==> config.mk <==
export PLATFORM = sky130hd
export DESIGN_NAME = phase_sequencer
export DESIGN_NICKNAME = d
export VERILOG_FILES = /design/src/rtl/phase_sequencer_pkg.sv /design/src/rtl/phase_sequencer_edge_rise.sv /design/src/rtl/phase_sequencer.sv
export SDC_FILE = /design/constraint.sdc
export NUM_CORES = 1
export LEC_CHECK = 0
export CAP_MARGIN = 20
export CORE_MARGIN = 5
export CORE_UTILIZATION = 51
export DETAILED_ROUTE_END_ITERATION = 12
export GPL_TIMING_DRIVEN = 0
export PLACE_DENSITY = 0.89
export SLEW_MARGIN = 20
export SYNTH_ARGS = -nofsm -noshare
export SYNTH_HDL_FRONTEND = slang
export SYNTH_SLANG_ARGS = --single-unit
==> constraint.sdc <==
create_clock -name clock -period 3.4 [get_ports clock]
set_input_delay 0.34 -clock clock [delete_from_list [all_inputs] [get_ports clock]]
set_output_delay 0.34 -clock clock [all_outputs]
set_load 0.005 [all_outputs]
==> src/rtl/phase_sequencer_pkg.sv <==
// ----------------------------------------------------------------------------
// phase_sequencer_pkg : shared sequencer state encodings and helpers
// Revision 1.0
// ----------------------------------------------------------------------------
`default_nettype none

package phase_sequencer_pkg;

    // 3-bit encodings are stable so debug/LED display logic can decode them.
    typedef enum logic [2:0] {
        S_IDLE   = 3'd0,
        S_RUN    = 3'd1,
        S_STEP   = 3'd2,
        S_DRAIN  = 3'd3,
        S_HALTED = 3'd4
    } seq_state_e;

    function automatic logic is_active(input seq_state_e s);
        return (s == S_RUN) || (s == S_STEP) || (s == S_DRAIN);
    endfunction

endpackage

`default_nettype wire

==> src/rtl/phase_sequencer_edge_rise.sv <==
// ----------------------------------------------------------------------------
// edge_rise : rising-edge detector for a level button/request input
// Revision 1.0
// ----------------------------------------------------------------------------
`default_nettype none

module edge_rise (
    input  logic clock,
    input  logic reset,
    input  logic d,
    output logic rise
);

    logic d_q;

    // History tracks the input on every clock, reset included, so a request
    // held high across reset release is not seen as a fresh edge.
    always_ff @(posedge clock) begin
        d_q <= d;
    end

    assign rise = ~reset & d & ~d_q;

endmodule

`default_nettype wire

==> src/rtl/phase_sequencer.sv <==
// ----------------------------------------------------------------------------
// phase_sequencer : parametrised instruction-phase sequencer with run/step/halt
// Revision 1.0
// ----------------------------------------------------------------------------
`default_nettype none

module phase_sequencer
    import phase_sequencer_pkg::*;
#(
    parameter int N_PHASES = 5,
    parameter int CNT_W    = 16,
    parameter int PHASE_W  = $clog2(N_PHASES)
) (
    input  logic                clock,
    input  logic                reset,
    input  logic                exec,
    input  logic                step,
    input  logic                halt,
    input  logic                stall,
    output logic [N_PHASES-1:0] phase_en,
    output logic [PHASE_W-1:0]  phase,
    output logic                running,
    output logic                halted,
    output logic                cycle_done,
    output logic [CNT_W-1:0]    cycle_count
);

    localparam logic [PHASE_W-1:0] LAST_PHASE = PHASE_W'(N_PHASES - 1);

    logic exec_rise;
    logic step_rise;

    edge_rise u_exec_edge (
        .clock (clock),
        .reset (reset),
        .d     (exec),
        .rise  (exec_rise)
    );

    edge_rise u_step_edge (
        .clock (clock),
        .reset (reset),
        .d     (step),
        .rise  (step_rise)
    );

    seq_state_e         state_q, state_d;
    logic [PHASE_W-1:0] phase_q, phase_d;
    logic               done_q;
    logic [CNT_W-1:0]   count_q;
    logic               active;
    logic               retire;

    always_comb begin
        state_d = state_q;
        phase_d = phase_q;
        active  = is_active(state_q);
        retire  = active & ~stall & (phase_q == LAST_PHASE);

        unique case (state_q)
            S_IDLE: begin
                phase_d = '0;
                if (exec_rise) begin
                    state_d = S_RUN;
                end else if (step_rise) begin
                    state_d = S_STEP;
                end
            end
            S_RUN, S_STEP, S_DRAIN: begin
                if (!stall) begin
                    phase_d = retire ? '0 : phase_q + PHASE_W'(1);
                    // A stop edge landing on the last phase simply ends the cycle.
                    if (retire) begin
                        if (halt) begin
                            state_d = S_HALTED;
                        end else if (state_q == S_RUN && !exec_rise) begin
                            state_d = S_RUN;
                        end else begin
                            state_d = S_IDLE;
                        end
                    end else if (state_q == S_RUN && exec_rise) begin
                        state_d = S_DRAIN;
                    end
                end
            end
            S_HALTED: begin
                phase_d = '0;
                if (exec_rise) begin
                    state_d = S_IDLE;
                end
            end
            default: begin
                state_d = S_IDLE;
                phase_d = '0;
            end
        endcase
    end

    always_ff @(posedge clock) begin
        if (reset) begin
            state_q <= S_IDLE;
            phase_q <= '0;
            done_q  <= 1'b0;
            count_q <= '0;
        end else begin
            state_q <= state_d;
            phase_q <= phase_d;
            done_q  <= retire;
            count_q <= count_q + CNT_W'(retire);
        end
    end

    assign phase_en    = is_active(state_q) ? (N_PHASES'(1) << phase_q) : '0;
    assign phase       = phase_q;
    assign running     = is_active(state_q);
    assign halted      = (state_q == S_HALTED);
    assign cycle_done  = done_q;
    assign cycle_count = count_q;

endmodule

`default_nettype wire
After elaboration in Yosys (flattened, before gate mapping):

Cells that the tools add are included.

* bits in registers: 25
* word-level logic and storage cells: 49

* add/subtract/negate cells: 2
* mux-type cells: 11
* reductions and logical operators: 9
* equal/unequal tests: 9
* shift operators: 1
* bitwise gates (word level): 11

Operator list (number)
* $mux 3: 8
* $add 16x1->16: 1
* $pmux 3 s3: 1
* $and 1x1->1: 6
* $eq 3x2->1 const B: 2
* $eq 3x3->1 const B: 2
* $ne 3x3->1 const B: 2
* $mux 5: 1
* $not 1->1: 5
* $shl 1x3->5 const A: 1
* $reduce_and 4->1: 1
* $add 3x1->3 const B: 1
* $eq 3x1->1 const B: 1
* $logic_not 3->1: 1
* $reduce_or 3->1: 1
* $logic_and 1x1->1: 2
* $logic_or 1x1->1: 2
* $ne 2x1->1 const B: 1
* $ne 2x2->1 const B: 1
* $reduce_or 2->1: 1
* $logic_not 1->1: 1
* $mux 1: 1

Logic depth before layout (Yosys ltp):

Gate-level depths: netlist of run 1.

* depth after elaboration: 10
* mapped depth: 10

By module:

A second synthesis of run 1 with hierarchy kept.

* cell total of the unflattened synthesis: 130
* area, all modules: 1196.1 um^2

Modules (own cells, without submodules)
* phase_sequencer: cells an instance 126, seq. area each 460.4 um^2, times used 1, area an instance 1131.1 um^2
* edge_rise: cells an instance 2, seq. area each 20.0 um^2, times used 2, area an instance 32.5 um^2

Least setup slack after synthesis of run 1:

OpenSTA, ideal clock, no wires.

* path type: reg-to-reg
* start point: reg phase_q[0] (netlist: phase[0])
* end point: reg count_q[12] (netlist: cycle_count[12])
* slack: 1.430 ns
* library setup time: 0.128 ns
* arrival: 1.843 ns
* buffers on the path: 1
* stages on the path, launching flop included: 11
* cell sequence: dfxtp_1 > inv_1 > ha_1 > and3b_1 > and3_1 > ha_1 > and3_1 > clkbuf_1 > nand4_1 > xor2_1 > nor2_1

* longest elaborated chain between the ends: 3

RTL lines
* from (decl): RTL line phase_sequencer.sv:48 `logic [PHASE_W-1:0] phase_q, phase_d;`
* from (signal assigned): RTL line phase_sequencer.sv:107 `phase_q <= phase_d;`
* $eq 3x3->1: RTL line phase_sequencer.sv:58 `retire = active & ~stall & (phase_q == LAST_PHASE);`
* $and 1x1->1: RTL line phase_sequencer.sv:58
* $add 16x1->16: RTL line phase_sequencer.sv:109 `count_q <= count_q + CNT_W'(retire);`
* to (signal assigned): RTL line phase_sequencer.sv:109
* to (decl): RTL line phase_sequencer.sv:50 `logic [CNT_W-1:0] count_q;`

Every way passes these cells.
A chain may end at the register's enable or synchronous reset.

Worst setup path in the final report of run 1:

* start point: reg state_q[2]
* end point: out phase_en[2]

* longest elaborated chain between the ends: 4

RTL lines
* from (decl): RTL line phase_sequencer.sv:47 `seq_state_e state_q, state_d;`
* from (signal assigned): RTL line phase_sequencer.sv:106 `state_q <= state_d;`
* $eq 3x1->1 / $eq 3x2->1 (equally long branches): RTL line phase_sequencer_pkg.sv:19 `return (s == S_RUN) || (s == S_STEP) || (s == S_DRAIN);`
* $logic_or 1x1->1: RTL line phase_sequencer_pkg.sv:19
* $logic_or 1x1->1 *: RTL line phase_sequencer_pkg.sv:19
* $mux 5 *: RTL line phase_sequencer.sv:113 `assign phase_en = is_active(state_q) ? (N_PHASES'(1) << phase_q) : '0;`
* to (decl): RTL line phase_sequencer.sv:20 `output logic [N_PHASES-1:0] phase_en,`

Mark *: on every way between the ends. The rest lies on a longest branch, timed or not.

==> flow_summary.ini, run 1 <==
[global_routing]
grt_pass1_wl_mm = 4.94
grt_util_met3_pct = 5.18
antenna_found_initial = 0
grt.total_usage_pct = 18.0
grt-busiest-layer = met2
use_met2_pct = 30.9
grt_pass1_vias = 1135
use_met1_pct = 19.9
overflow = 0
grt_max_degree = 16

[layout]
fill_cells = 211
seqCellArea_um2 = 500
diodes = 0
fin_area_um2 = 1650
fin_nets = 184
area_growth_pct = 29.8
drive_gt1_share_pct = 8.19
multi_input_area_um2 = 717

[timing]
finalSetupViolCount = 0
rsz0062_at_grt = no
final_hold_viol_count = 0
finalMaxSlewViolations = 0
period_share_pct = 65.1
slew_headroom_pct = 68.8
tightest_slew_ps = 469
holdWs_ps = 335
tns_ps = 0
final.setup_skew_ps = 19.7
fmax_mhz = 452
post-route-min-period_ps = 2210

[critical_path]
worstSetupEndpointType = primary output
setup.worst_path.end = phase_en[2]
worstPathRequired_ps = 3060
ff2ff_path_depth = 10
crit_path_start_kind = flip-flop
cp_max_fo = 10
crit_start = state_q[2]$_SDFFE_PP0P_
regToRegSetupSlack_ps = 1230
rr_startpoint = phase[0]$_SDFFE_PP0N_
path_class = flip-flop to primary output
worstPathArrival_ps = 1870
reg2reg_to = cycle_count[12]$_SDFF_PP0_

[synth]
yosysUniqueCellTypes = 38
syn-mean-instance-area_um2 = 9.32
synth_edf_count = 0
yosysSeqAreaShare_pct = 39.5
synthFlopType = dfxtp_1
ys_warn_count = 0
syn_area_um2 = 1270
synthArstFlopShare_pct = 0
ys_ff_latch = 25
synth_fp_nets = 148
netlist_instances = 136

[clock_network]
cts_max_level = 1
postCtsHoldBufs = 0
clk_path_buf_depth = 2
path_clk_slew_ps = 160
numClockSinks = 25
post_cts_resized = 0
root_buffer = clkbuf_4
post_cts_buffers = 0
cts_tree = yes
clkLatencyLatePin_ps = 340
numCtsBuffers = 3

[pwr]
power-per-cell-area_nw_per_um2 = 442
peakVddDrop_mv = 0.403
p_leak_nw = 0.660

[placed_design]
dpl-instance-area_um2 = 1620
dp_hpwl_mm = 2.20
gpl.final_weighted_congestion = 0.807
place.port_buffers = 31

[floorplanning]
io_pins = 33
die-width_um = 59.9
initial_utilization_pct = 52.1
fp.coreArea_um2 = 2430
die_area_um2 = 3580
fp.dieH_um = 59.9
rows = 18

[route]
ant_nets = 0
drt-vias-per-instance = 5.64
drc_errors = 0
vias = 1133
dr.pass1.iters = 4
routed_wl_mm = 2.90
wl_per_cell_um = 14.4
drtIter0Drc = 27

[hold_path]
min-delay-path-class = input pin to flip-flop

[outcome]
status = finished, final reports clean

[job]
max-cap-violations = 0
[worst max-delay path, cell delays in order, from the launching register on]
cell	delay, ps
dfxtp_1	410
o21bai_2	290
inv_4	150
and3_1	180
clkdlybuf4s50_1	510
[cell type report]
cell class	count	share of cell area, %
plain buffers	6	1.98
clock buffers	3	1.37
clock inverters	1	0.456
inverters	4	1.06
multi-input cells	101	43.6
flip-flops and latches	25	30.4
well taps	30	2.28
repair buffers	31	18.9
[cells in the mapped netlist (2+ instances only)]
master / number / share of area (%)
and2_1: 2 / 0.99
and3_1: 8 / 3.9
and4_1: 2 / 1.4
buf_2: 2 / 0.79
clkbuf_1: 2 / 0.59
dfxtp_1: 25 / 39
ha_1: 6 / 5.9
inv_1: 3 / 0.89
mux2i_1: 3 / 2.4
nand2_1: 7 / 2.1
nand2b_1: 2 / 0.99
nand3_1: 7 / 2.8
nand4_1: 3 / 1.5
nor2_1: 16 / 4.7
nor2b_1: 6 / 3.0
nor3_1: 4 / 1.6
nor4_1: 2 / 0.99
o21ai_0: 4 / 1.6
or4_1: 3 / 1.8
xnor2_1: 4 / 2.8
xor2_1: 8 / 5.5
[cell usage in the layout, fill, tap and decap left out, types with 4 or more instances in the layout]
| cell type | netlist | final |
|---|---|---|
| clkdlybuf4s50_1 | 0 | 31 |
| dfxtp_1 | 25 | 25 |
| nor2_1 | 16 | 16 |
| and3_1 | 8 | 8 |
| xor2_1 | 8 | 8 |
| nand2_1 | 7 | 7 |
| nand3_1 | 7 | 7 |
| nor2b_1 | 6 | 6 |
| ha_1 | 6 | 6 |
| o21ai_0 | 4 | 4 |
| xnor2_1 | 4 | 4 |
| nor3_1 | 4 | 4 |
[power by group]
part / internal, W / switching [W]
combinational: 0.000121 / 0.000130
clock: 0.0000451 / 0.0000967
sequential: 0.000310 / 0.0000245
total: 0.000476 / 0.000251
[routing by layer]
metal	vias up	wire [um]
met5	-	0
met4	0	74
met3	10	187
met2	39	1450
met1	535	1190
li1	549	-
[state kept, by name (all words and copies together) (netlist names)]
name and cells:
cycle_count 16, cycle_done 1, phase 3, state_q 3, u_exec_edge.d_q 1, u_step_edge.d_q 1
[cell families (layout without fill, tap and decap cells)]
logic type / after synthesis / in the layout / share of synthesized area, %
AND/OR/NAND/NOR: 68 / 68 / 32.0
flip-flops: 25 / 25 / 39.5
XOR/XNOR: 12 / 12 / 8.29
AO/OA/AOI/OAI: 10 / 10 / 5.92
buffers and inverters: 10 / 45 / 3.95
adder cells (fa/ha/maj): 6 / 6 / 5.92
multiplexers: 5 / 5 / 4.44
[metrics by stage]
stage	utilization, %	setup WS [ps]	std cells	power (W)
CTS	67.6	1190	201	0.000730
global placement	66.4	1330	197	0.000575
detailed placement	66.4	1220	197	0.000592
floorplan	-	1430	136	0.000500
finish	67.6	1190	201	0.000727
global route	67.6	1020	201	0.000767
[how the worst min path moves through the flow]
stage	from	end	slack, ps	cells past startpoint
6_report	stall	cycle_done$_SDFF_PP0_	340	2
5_1_grt	stall	cycle_done$_SDFF_PP0_	350	2
4_1_cts	stall	cycle_done$_SDFF_PP0_	340	2
3_5_place_dp	cycle_count[15]$_SDFF_PP0_	cycle_count[15]$_SDFF_PP0_	530	2
3_3_place_gp	cycle_count[6]$_SDFF_PP0_	cycle_count[6]$_SDFF_PP0_	510	2
2_1_floorplan	exec	u_exec_edge.d_q$_DFF_P_	370	0
(Power assumes the default switching activity.)
==> run 2, diff against run 1 <==
Settings changed: CORE_UTILIZATION 51 to 43, PLACE_DENSITY 0.89 to 0.81.
Clock period 3.4 ns to 1.9 ns, I/O delays scaled along.
==> run 2 against run 1 <==
Against the previous run:
- utilization decreased by 3.8 points
- first-iteration DRC count is 140% higher
- final cell count is 6.0% higher
- critical path type unchanged
- largest cell class unchanged
==> flow_summary.ini, run 2 (synthesis gave the netlist of run 1 again) <==
[timing]
rsz0062_at_grt = yes
holdWs_ps = 213
finalSetupViolCount = 0
final.setup_skew_ps = 2.81
finalMaxSlewViolations = 0
fmax_mhz = 543
final_hold_viol_count = 0
post-route-min-period_ps = 1840
period_share_pct = 96.9
tightest_slew_ps = 492
slew_headroom_pct = 67.2

[floorplanning]
fp.dieH_um = 64.3
io_pins = 33
rows = 19
initial_utilization_pct = 45.6
die-width_um = 64.3
fp.coreArea_um2 = 2780
die_area_um2 = 4130

[global_routing]
overflow = 0
grt_pass1_wl_mm = 4.75
grt_max_degree = 14
grt.total_usage_pct = 13.9
grt_pass1_vias = 1061
antenna_found_initial = 0

[layout]
largest_register_ffs = 16
drive_gt1_share_pct = 20.9
area_growth_pct = 40.1
layout_commonest_cell = clkdlybuf4s50_1
fin_cells = 213
final_cell_mix = 29 x clkdlybuf4s50_1, 20 x dfxtp_1, 15 x nor2_1
fin_nets = 195
diodes = 0
fill_cells = 209

[critical_path]
rr_startpoint = phase[0]$_SDFFE_PP0N_
path_class = flip-flop to primary output
worstSetupEndpointType = primary output
cp_max_fo = 8
regToRegSetupSlack_ps = 90
crit_path_start_kind = flip-flop
reg2reg_to = cycle_count[12]$_SDFF_PP0_
worstPathArrival_ps = 1650
worstPathRequired_ps = 1710
setup.worst_path.end = phase_en[1]
ff2ff_path_depth = 9
crit_start = state_q[2]$_SDFFE_PP0P_

[pwr]
p_leak_nw = 0.737
peakVddDrop_mv = 0.840
power-per-cell-area_nw_per_um2 = 830

[placed_design]
dp_cells = 198
dp_hpwl_mm = 1.99
place.port_buffers = 31
gpl.final_weighted_congestion = 0.754

[clock_network]
cts_tree = yes
path_clk_slew_ps = 130
numCtsBuffers = 3
clk_path_buf_depth = 2
numClockSinks = 25
clkLatencyLatePin_ps = 310
cts_max_level = 1
root_buffer = clkbuf_4

[route]
wl_per_cell_um = 14.0
drt-vias-per-instance = 5.36
drc_errors = 0
vias = 1142
dr.pass1.iters = 4
routed_wl_mm = 2.99
drtIter0Drc = 65
ant_nets = 0

[hold_path]
min-delay-path-class = input pin to flip-flop
worstHoldStart = stall

[outcome]
status = finished, final reports clean

[job]
max-cap-violations = 0
-- run 2: cell count changes in the layout (fill, tap and decap cells not counted), sizes merged --
cell and change:
clkdlybuf4s50 -2, buf +12, dlymetal6s2s +1, dlygate4sd2 +1
clkinvlp -1
-- run 2: metrics by stage --
| step | util, % | power (W) | area, um^2 | worst slack, ps | setup TNS (ps) |
|---|---|---|---|---|---|
| 2_1_floorplan | - | 0.000896 | 1270 | 10.5 | 0 |
| 3_3_place_gp | 58.3 | 0.00103 | 1620 | -109 | -413 |
| 3_5_place_dp | 58.3 | 0.00105 | 1620 | -169 | -967 |
| 4_1_cts | 61.0 | 0.00135 | 1700 | -28.4 | -28.4 |
| 5_1_grt | 63.8 | 0.00156 | 1780 | -16.6 | -16.6 |
| 6_report | 63.8 | 0.00147 | 1780 | 59.6 | 0 |
-- run 2: metal layers --
metal  wire length, um  global-route usage [%]  share of wire (%)
met4                31                    4.58                1.0
met3               121                    3.33                4.0
met2              1530                    23.4                 51
met1              1310                    17.4                 44
met5                 0                       0                  0
-- run 2: worst max-delay path: stages, from the launching register on --
cell	delay (ps)
dfxtp_4	390
o21bai_4	200
inv_4	90
and3_1	160
clkdlybuf4s50_1	500
-- run 2: worst min-delay path by stage --
stage                     slack (ps)                          to  cells past startpoint
after floorplan                  220     u_exec_edge.d_q$_DFF_P_                      0
after CTS                        190       cycle_done$_SDFF_PP0_                      2
after global routing             200       cycle_done$_SDFF_PP0_                      2
after global placement           510   cycle_count[6]$_SDFF_PP0_                      2
after detailed placement         530  cycle_count[15]$_SDFF_PP0_                      2
final                            210       cycle_done$_SDFF_PP0_                      2
-- run 2: what timing repair did --
item | in CTS | in global routing
resized for setup | 8 | 10
buffers inserted | 5 | 7
endpoints found under the setup margin | 11 | 9
pin swaps | 1 | 2
hold buffers | 0 | 0
-- run 2: final cells by class --
type	instances	area, um^2	share of cell area, %
buffer	5	28.8	1.62
tap	31	38.8	2.18
clock buffer	4	26.3	1.48
sequential	25	512	28.8
inverter	4	17.5	0.987
multi-input combinational	101	751	42.3
timing repair buffer	43	402	22.6
-- run 2: power breakdown --
part | internal (W) | total (W) | switching (W)
clock | 0.0000820 | 0.000235 | 0.000153
combinational | 0.000359 | 0.000629 | 0.000270
sequential | 0.000560 | 0.000610 | 0.0000501
total | 0.00100 | 0.00147 | 0.000473
